===== src/rtl/muldiv_sequencer.sv =====
// muldiv_sequencer: multi-cycle RV32M multiply/divide unit beside the EX ALU.
// It accepts one M-extension operation, runs a radix-2 shift-add multiplier
// or a restoring divider for XLEN cycles while stalling the pipeline, then
// pulses done for one cycle with the sign-corrected result.
//
// Ports:
//   clk     rising-edge clock
//   reset   synchronous, active-high reset
//   start   EX holds an M-extension instruction
//   Funct3  operation select (MUL..REMU)
//   SrcA    rs1 operand after forwarding
//   SrcB    rs2 operand after forwarding
//   flush   EX flush; aborts the operation in flight, blocks acceptance
//   stall   freeze PC, IF/ID and ID/EX this cycle
//   done    Result valid this cycle
//   Result  operation result (holds its last value outside done)
module muldiv_sequencer #(
  parameter int XLEN = 32
) (
  input  logic            clk,
  input  logic            reset,
  input  logic            start,
  input  logic [2:0]      Funct3,
  input  logic [XLEN-1:0] SrcA,
  input  logic [XLEN-1:0] SrcB,
  input  logic            flush,
  output logic            stall,
  output logic            done,
  output logic [XLEN-1:0] Result
);

  localparam int CW = $clog2(XLEN + 1);

  typedef enum logic [1:0] {IDLE, BUSY, DONE} state_t;

  state_t            state, state_next;
  logic [CW-1:0]     cnt;
  logic [2*XLEN-1:0] acc;        // mul: product hi:lo, div: remainder:quotient
  logic [XLEN-1:0]   a_q;        // multiplicand / dividend bits still to shift in
  logic [XLEN-1:0]   b_q;        // multiplier bits still to consume / divisor
  logic [XLEN-1:0]   result_q;
  logic [2:0]        f_q;
  logic              neg_q;      // final two's-complement correction needed

  // Accept-cycle decode.
  logic            accept;
  logic            signed_a, signed_b, sign_a, sign_b;
  logic [XLEN-1:0] mag_a, mag_b;
  logic            div_zero, div_ovf;

  // Per-iteration datapath.
  logic [XLEN:0]     mul_sum;
  logic [2*XLEN-1:0] mul_acc_next;
  logic [XLEN:0]     div_shift, div_diff;
  logic              div_ge;
  logic [2*XLEN-1:0] div_acc_next;

  // Sign-corrected result candidates.
  logic [2*XLEN-1:0] product;
  logic [XLEN-1:0]   quo_fix, rem_fix, result_val;

  assign accept = (state == IDLE) && start && !flush;

  always_comb begin
    // NOTE: every signal driven here gets a value on every path first, so no latch is inferred.
    signed_a = 1'b0;
    signed_b = 1'b0;
    if (Funct3[2]) begin
      signed_a = !Funct3[0];              // DIV, REM
      signed_b = !Funct3[0];
    end else begin
      signed_a = (Funct3[1:0] != 2'b11);  // MUL, MULH, MULHSU
      signed_b = !Funct3[1];              // MUL, MULH
    end
    sign_a   = signed_a && SrcA[XLEN-1];
    sign_b   = signed_b && SrcB[XLEN-1];
    mag_a    = sign_a ? -SrcA : SrcA;
    mag_b    = sign_b ? -SrcB : SrcB;
    div_zero = Funct3[2] && (SrcB == '0);
    div_ovf  = Funct3[2] && !Funct3[0] && (SrcA == {1'b1, {(XLEN-1){1'b0}}}) && (&SrcB);
  end

  always_comb begin
    // Shift-add: add multiplicand into the upper half, then shift the whole
    // accumulator right; the carry re-enters at the top.
    mul_sum      = {1'b0, acc[2*XLEN-1:XLEN]} + {1'b0, (b_q[0] ? a_q : '0)};
    mul_acc_next = {mul_sum, acc[XLEN-1:1]};
    // Restoring divide: the next dividend bit shifts into the remainder; a
    // missing borrow means remainder >= divisor.
    div_shift    = {acc[2*XLEN-1:XLEN], a_q[XLEN-1]};
    div_diff     = div_shift - {1'b0, b_q};
    div_ge       = !div_diff[XLEN];
    div_acc_next = div_ge ? {div_diff[XLEN-1:0],  acc[XLEN-2:0], 1'b1}
                          : {div_shift[XLEN-1:0], acc[XLEN-2:0], 1'b0};
  end

  always_comb begin
    product    = neg_q ? -acc : acc;
    quo_fix    = neg_q ? -acc[XLEN-1:0] : acc[XLEN-1:0];
    rem_fix    = neg_q ? -acc[2*XLEN-1:XLEN] : acc[2*XLEN-1:XLEN];
    result_val = '0;
    case (f_q)
      3'b000:                 result_val = product[XLEN-1:0];
      3'b001, 3'b010, 3'b011: result_val = product[2*XLEN-1:XLEN];
      3'b100, 3'b101:         result_val = quo_fix;
      default:                result_val = rem_fix;
    endcase
  end

  // State register.
  always_ff @(posedge clk) begin
    // NOTE: sequential state uses non-blocking assignments so every register samples pre-edge values.
    if (reset) state <= IDLE;
    else       state <= state_next;
  end

  // Next-state logic.
  always_comb begin
    state_next = state;
    case (state)
      IDLE: if (accept) state_next = (div_zero || div_ovf) ? DONE : BUSY;
      BUSY: begin
        if (flush)                        state_next = IDLE;
        else if (cnt == CW'(XLEN - 1))    state_next = DONE;
      end
      DONE:    state_next = IDLE;  // start is still high here; never restart
      default: state_next = IDLE;
    endcase
  end

  // Output logic.
  always_comb begin
    stall  = accept || (state == BUSY);
    done   = (state == DONE) && !flush;
    Result = done ? result_val : result_q;
  end

  // Datapath registers.
  always_ff @(posedge clk) begin
    if (reset) begin
      cnt      <= '0;
      acc      <= '0;
      a_q      <= '0;
      b_q      <= '0;
      f_q      <= '0;
      neg_q    <= 1'b0;
      result_q <= '0;
    end else begin
      if (accept) begin
        f_q <= Funct3;
        cnt <= '0;
        a_q <= mag_a;
        b_q <= mag_b;
        // Divide-by-zero and signed overflow preload their final answers.
        if (div_zero) begin
          acc   <= {SrcA, {XLEN{1'b1}}};
          neg_q <= 1'b0;
        end else if (div_ovf) begin
          acc   <= {{XLEN{1'b0}}, SrcA};
          neg_q <= 1'b0;
        end else begin
          acc   <= '0;
          neg_q <= (Funct3[2] && Funct3[1]) ? sign_a : (sign_a ^ sign_b);
        end
      end else if (state == BUSY && !flush) begin
        cnt <= cnt + 1'b1;
        if (f_q[2]) begin
          acc <= div_acc_next;
          a_q <= a_q << 1;
        end else begin
          acc <= mul_acc_next;
          b_q <= b_q >> 1;
        end
      end
      if (done) result_q <= result_val;
    end
  end

endmodule

===== config.mk =====
export PLATFORM = sky130hd
export DESIGN_NAME = muldiv_sequencer
export DESIGN_NICKNAME = d
export VERILOG_FILES = /design/src/rtl/muldiv_sequencer.sv
export SDC_FILE = /design/constraint.sdc
export NUM_CORES = 1
export LEC_CHECK = 0
export CORE_MARGIN = 8
export CORE_UTILIZATION = 35
export DETAILED_ROUTE_END_ITERATION = 8
export SYNTH_ARGS = -nofsm -noshare
export SYNTH_HDL_FRONTEND = slang
export SYNTH_SLANG_ARGS = --single-unit

===== constraint.sdc =====
create_clock -name clk -period 5.8 [get_ports clk]
set_input_delay 1.16 -clock clk [delete_from_list [all_inputs] [get_ports clk]]
set_output_delay 1.16 -clock clk [all_outputs]
set_load 0.05 [all_outputs]

### Yosys cells after proc, flatten, opt, wreduce, memory -nomap -nowiden

Index checks and enable logic that the tools add are counted.

| operators by class | value |
|---|---|
| multipliers | 0 |
| div/mod/pow operators | 0 |
| shift-type cells | 0 |
| eq/ne operators | 13 |
| order comparisons | 0 |
| reduce and logical (&&, ||, !) cells | 28 |
| add/sub/neg operators | 8 |
| mux-type cells | 30 |
| bitwise gates (word level) | 1 |

Operators with widths:

| kind | number |
|---|---|
| $mux W32 | 13 |
| $mux W64 | 6 |
| $neg A32 Y32 | 4 |
| $pmux W32 S3 | 1 |
| $neg A64 Y64 | 1 |
| $add A32 B32 Y33 | 1 |
| $sub A33 B32 Y33 | 1 |
| $eq A32 B32 Y1 const B | 1 |
| $logic_not A32 Y1 | 1 |
| $reduce_and A32 Y1 | 1 |
| $logic_and A1 B1 Y1 | 11 |
| $mux W2 | 4 |
| $add A6 B1 Y6 const B | 1 |
| $eq A3 B2 Y1 const B | 2 |
| $eq A3 B3 Y1 const B | 2 |
| $eq A6 B5 Y1 const B | 1 |
| $reduce_and A2 Y1 | 3 |
| $mux W1 | 5 |
| $ne A2 B2 Y1 const B | 2 |
| $pmux W2 S2 | 1 |
| $reduce_bool A2 Y1 | 2 |
| $reduce_or A2 Y1 | 2 |
| $eq A3 B1 Y1 const B | 1 |
| $logic_not A1 Y1 | 3 |
| other kinds (9) | 10 |

| storage, ports and cells | value |
|---|---|
| memory bits (writable) | 0 |
| register bits | 172 |
| bits in latches | 0 |
| input bits | 71 |
| bits in read-only memories | 0 |
| output and inout bits | 34 |
| memories kept | 0 |
| word-level logic and storage cells | 88 |

### Logic depth before layout (Yosys ltp)

| logic depth | value |
|---|---|
| word-level depth | 8 |
| gate-level depth with buffers | 14 |

### Worst setup path after synthesis

OpenSTA, ideal clock, no wires.

| timing | value |
|---|---|
| path type | register to output |
| start point | reg acc[24] |
| end point | out Result[8] |
| setup slack | 1,234 ps |
| arrival time | 3,406 ps |
| data required time | 4,640 ps |
| cell stages (with the launch flop) | 10 |
| cell sequence | dfxtp_1 > buf_6 > or4_4 > or3_1 > or3_4 > o21ai_0 > nor2_1 > o21ai_0 > a22oi_1 > o21ai_0 |

| on the way | value |
|---|---|
| word-level cells in the longest chain between the ends | 4 |

RTL lines:

| element | line | text |
|---|---|---|
| start: declaration | 38 | `logic [2*XLEN-1:0] acc;` |
| start signal: assignment | 156 | `acc <= {SrcA, {XLEN{1'b1}}};` |
| start signal: assignment | 159 | `acc <= {{XLEN{1'b0}}, SrcA};` |
| start signal: assignment | 168 | `acc <= div_acc_next;` |
| $neg A64 Y64 | 98 | `product = neg_q ? -acc : acc;` |
| $mux W64 | 98 |  |
| $pmux W32 S3 | 102 | `case (f_q)` |
| $mux W32 | n/a |  |
| end: declaration | 29 | `output logic [XLEN-1:0] Result` |

No other way between the ends.

### Final worst setup path

| timing | value |
|---|---|
| start point | reg acc[24] |
| end point | out Result[15] |

The elaborated chain is that of the path after synthesis.

==> summary.md <==
| Metric | Value |
|---|---|
| Inserted Diodes | 0 |
| Max-Cap Viols | 0 |
| Slew HR | 0.239 |
| CTS tree | yes |
| Routed WL | 59,000 um |
| Top cells by area, synth | dfxtp_1 22%, a21oi_1 7.5%, nor2_1 6.8% |
| Status | complete, no violations |
| R2r endpoint | acc[53]$_SDFFE_PP0P_ |
| Setup crit end | Result[15] |
| Crit-path leading delay family | simple AND/OR/NAND/NOR gates |
| GRT Resource Usage Total | 0.223 |
| Drc violations | 0 |
| Cts hold-fix bufs | 0 |
| Synthesized cell area | 15,700 um2 |
| Largest net degree at the start of global routing | between 100 and 150 |
| TNS Setup | 0 ns |
| Fin cells | about 2,800 |
| Setup CP Type | reg -> out |
| Chip width | ~230 um |
| Initial drt markers | 1,465 |
| I/O Pins | approximately 110 |
| Drt pass-1 iters | 7 |
| Resized cells post-CTS | 0 |
| Die Span Y | between 200 and 250 um |
| Routed vias/inst | a little under 6 |
| Launch point of the worst reg-to-reg path | b_q[0]$_SDFFE_PP0P_ |
| Clock Path Buffers | 2 |
| Static Leak | about 6.7 nW |
| Final core occ | 0.406 |
| Post-synthesis sequential area ratio | 0.220 |
| Initial antenna violation count | 1 |
| Syn Area/Cell | a little over 7 um2 |
| Top cell type's share of synthesized area | 0.220 |
| Fin. Hold Viols | 0 |
| Total gr overflow | 0 |
| DIE AREA | around 52,000 um2 |
| Crit-path most repeated cell | a21oi_1 |
| Initial Util | 0.355 |
| Placeable Area | roughly 44,000 um2 |
| Vias in the first global route | 14,972 |
| HP Class | reg -> reg |
| Crit Path Max Fanout | 16 |
| Fmax | between 150 and 200 MHz |
| Synth Flop Type | dfxtp_1 |
| Actual slew at the worst max-slew pin | 1.14 ns |
| Final setup fails | 0 |
| Fin nets | 2,337 |
| Root buffer cell | clkbuf_16 |
| Number of I/O port buffers | 104 |
| Total design power | 0.00433 W |
| Cell count along the critical path | 10 |
| PwrDens | 241 nW/um2 |
| Critical Path Max Stage Delay | between 0.8 and 0.9 ns |
| Share of cells above drive strength 1 | 0.0857 |
| Peak supply drop | between 0.1 and 0.15 mV |
| Final min period | 5.47 ns |
| WHS | between 0.4 and 0.5 ns |
| Later-pin clock latency in the skew report | 0.48 ns |
| WP data required | between 4 and 5 ns |
| Via count | 16,376 |
| EDFF count, synth | 0 |
| Placed cell count | around 2,800 |
| Num CTS Buffers | 17 |
| First-pass GRT wire length | approximately 90,000 um |
| Async S/R FF share, synth | 0 |
| CTS clk-pin slew, worst paths | ~0.080 ns |
| YS warnings | 0 |
| Seq cells post-synth | between 150 and 200 |
| Synth-to-layout area growth | 14.5% |
| Post-CTS Setup Bufs | 0 |
| Syn_nets | about 2,300 |
| Tcrit/Tclk final | 0.943 |
| FP Rows | 77 |
| FF-to-FF path depth | 13 |
| CP Launch Type | register |
| RSZ-0062 raised after global routing | no |
| Critical Path Start | acc[24]$_SDFFE_PP0P_ |
| Yosys top cell by area | dfxtp_1 |
| GPL Wtd Cong | about 0.94 |
| WL per Instance | between 20 and 25 um |
| Worst Path Buf+Inv | 1 |
| Distinct cell type count after synthesis | 84 |
| Reg-to-reg slack, setup | between 1.5 and 2 ns |
| Clock Sinks | ~170 |
| Crit path DAT | ~4.3 ns |
| CTS H-tree depth | 4 |
| Clock Skews | about 0.016 ns |
| CP Capture Type | primary output |
| Max Slew Vio Count | 0 |
| CP max stage cell | clkdlybuf4s50_1 |
| DPL Wire Length | roughly 45,000 um |
| Final ANT Viol Nets | 0 |
| Cell chain of the critical path | or4_4 -> or3_1 -> or3_4 -> or2_1 -> a21oi_1 -> o22ai_1 -> a21oi_1 -> a21oi_1 -> o21ai_2 -> clkdlybuf4s50_1 |
| Cells after Synth | about 2,200 |
[report_power, final]
part | leakage, nW | switching, W | internal, W | total [W]
sequential | 1.40 | 0.000128 | 0.00124 | 0.00137
clock | 0.298 | 0.000561 | 0.000687 | 0.00125
combinational | 5.01 | 0.00105 | 0.000662 | 0.00171
total | 6.71 | 0.00174 | 0.00259 | 0.00433
[cell usage after synthesis (22+ instances only)]
library cell	n
mux2_2	42
a211oi_1	100
nor3_1	56
xnor2_1	82
a21oi_1	234
dfxtp_1	172
o21ai_0	145
nand2_1	169
nand3_1	31
clkbuf_1	136
or3_1	22
nand4_1	24
xor2_1	96
a21o_1	34
nor2_1	285
o21ai_1	24
inv_1	63
and2_1	37
o31ai_1	25
ha_1	71
nor2b_1	35
[metal layers]
metal  part of all wire  vias up  track usage
met5            0.00022        -            0
met4              0.025        2       0.0637
met3              0.072       73       0.0393
met2               0.43      590        0.344
met1               0.47     7797        0.315
li1                   -     7914            -
[cell usage in the layout (no fill, tap or decap), types with 35 or more instances in the layout]
master | Yosys | routed
xnor2_1 | 82 | 82
mux2_2 | 42 | 42
xor2_1 | 96 | 96
buf_4 | 0 | 42
clkdlybuf4s50_1 | 0 | 87
nor2_1 | 285 | 284
and2_1 | 37 | 37
a21oi_1 | 234 | 233
ha_1 | 71 | 71
nor2b_1 | 35 | 35
o21ai_0 | 145 | 145
a211oi_1 | 100 | 100
nand2_1 | 169 | 166
nor3_1 | 56 | 55
inv_1 | 63 | 63
dfxtp_1 | 172 | 170
[state kept, by name, indices dropped and copies added, names as in the netlist]
| register | cells |
|---|---|
| acc | 64 |
| a_q | 32 |
| b_q | 32 |
| result_q | 32 |
| cnt | 6 |
| f_q | 3 |
| state | 2 |
| neg_q | 1 |
[layout make-up]
class	count	area [um2]
clock buffers	18	429
clock inverters	14	184
fillers	4594	26300
inverters	63	236
multi-input cells	1792	11400
flip-flops and latches	172	3450
well taps	592	741
repair buffers	147	1530
[worst min-delay path, delay by kind of cell (launching register included)]
kind               cells  cell delay, ns
AOI/OAI and AO/OA      1            0.05
DFF                    1            0.30
and+or+nand+nor        1            0.06
[cell families after synthesis]
logic type,count (synthesis),synth area share
adder cells (fa/ha/maj),73,0.0592
AND/OR/NAND/NOR,746,0.226
buffers and inverters,222,0.0563
flip-flops,172,0.220
AO/OA/AOI/OAI,737,0.299
XOR/XNOR,178,0.0994
multiplexers,58,0.0404
[stage by stage]
stage               setup WS, ns  instance area, um2
floorplan                   1.23               15700
global placement           0.907               17300
detailed placement         0.846               17300
CTS                        0.309               18000
global route               0.103               18000
finish                     0.329               18000
[worst min path at each step]
stage	from	endpoint	slack (ns)	cells after the start
after floorplan	result_q[16]$_SDFF_PP0_	result_q[16]$_SDFF_PP0_	0.44	2
after global placement	result_q[16]$_SDFF_PP0_	result_q[16]$_SDFF_PP0_	0.45	2
after detailed placement	result_q[16]$_SDFF_PP0_	result_q[16]$_SDFF_PP0_	0.45	2
after CTS	result_q[16]$_SDFF_PP0_	result_q[16]$_SDFF_PP0_	0.46	2
after global routing	result_q[16]$_SDFF_PP0_	result_q[16]$_SDFF_PP0_	0.51	2
final	result_q[16]$_SDFF_PP0_	result_q[16]$_SDFF_PP0_	0.46	2
(Power assumes the default switching activity.)
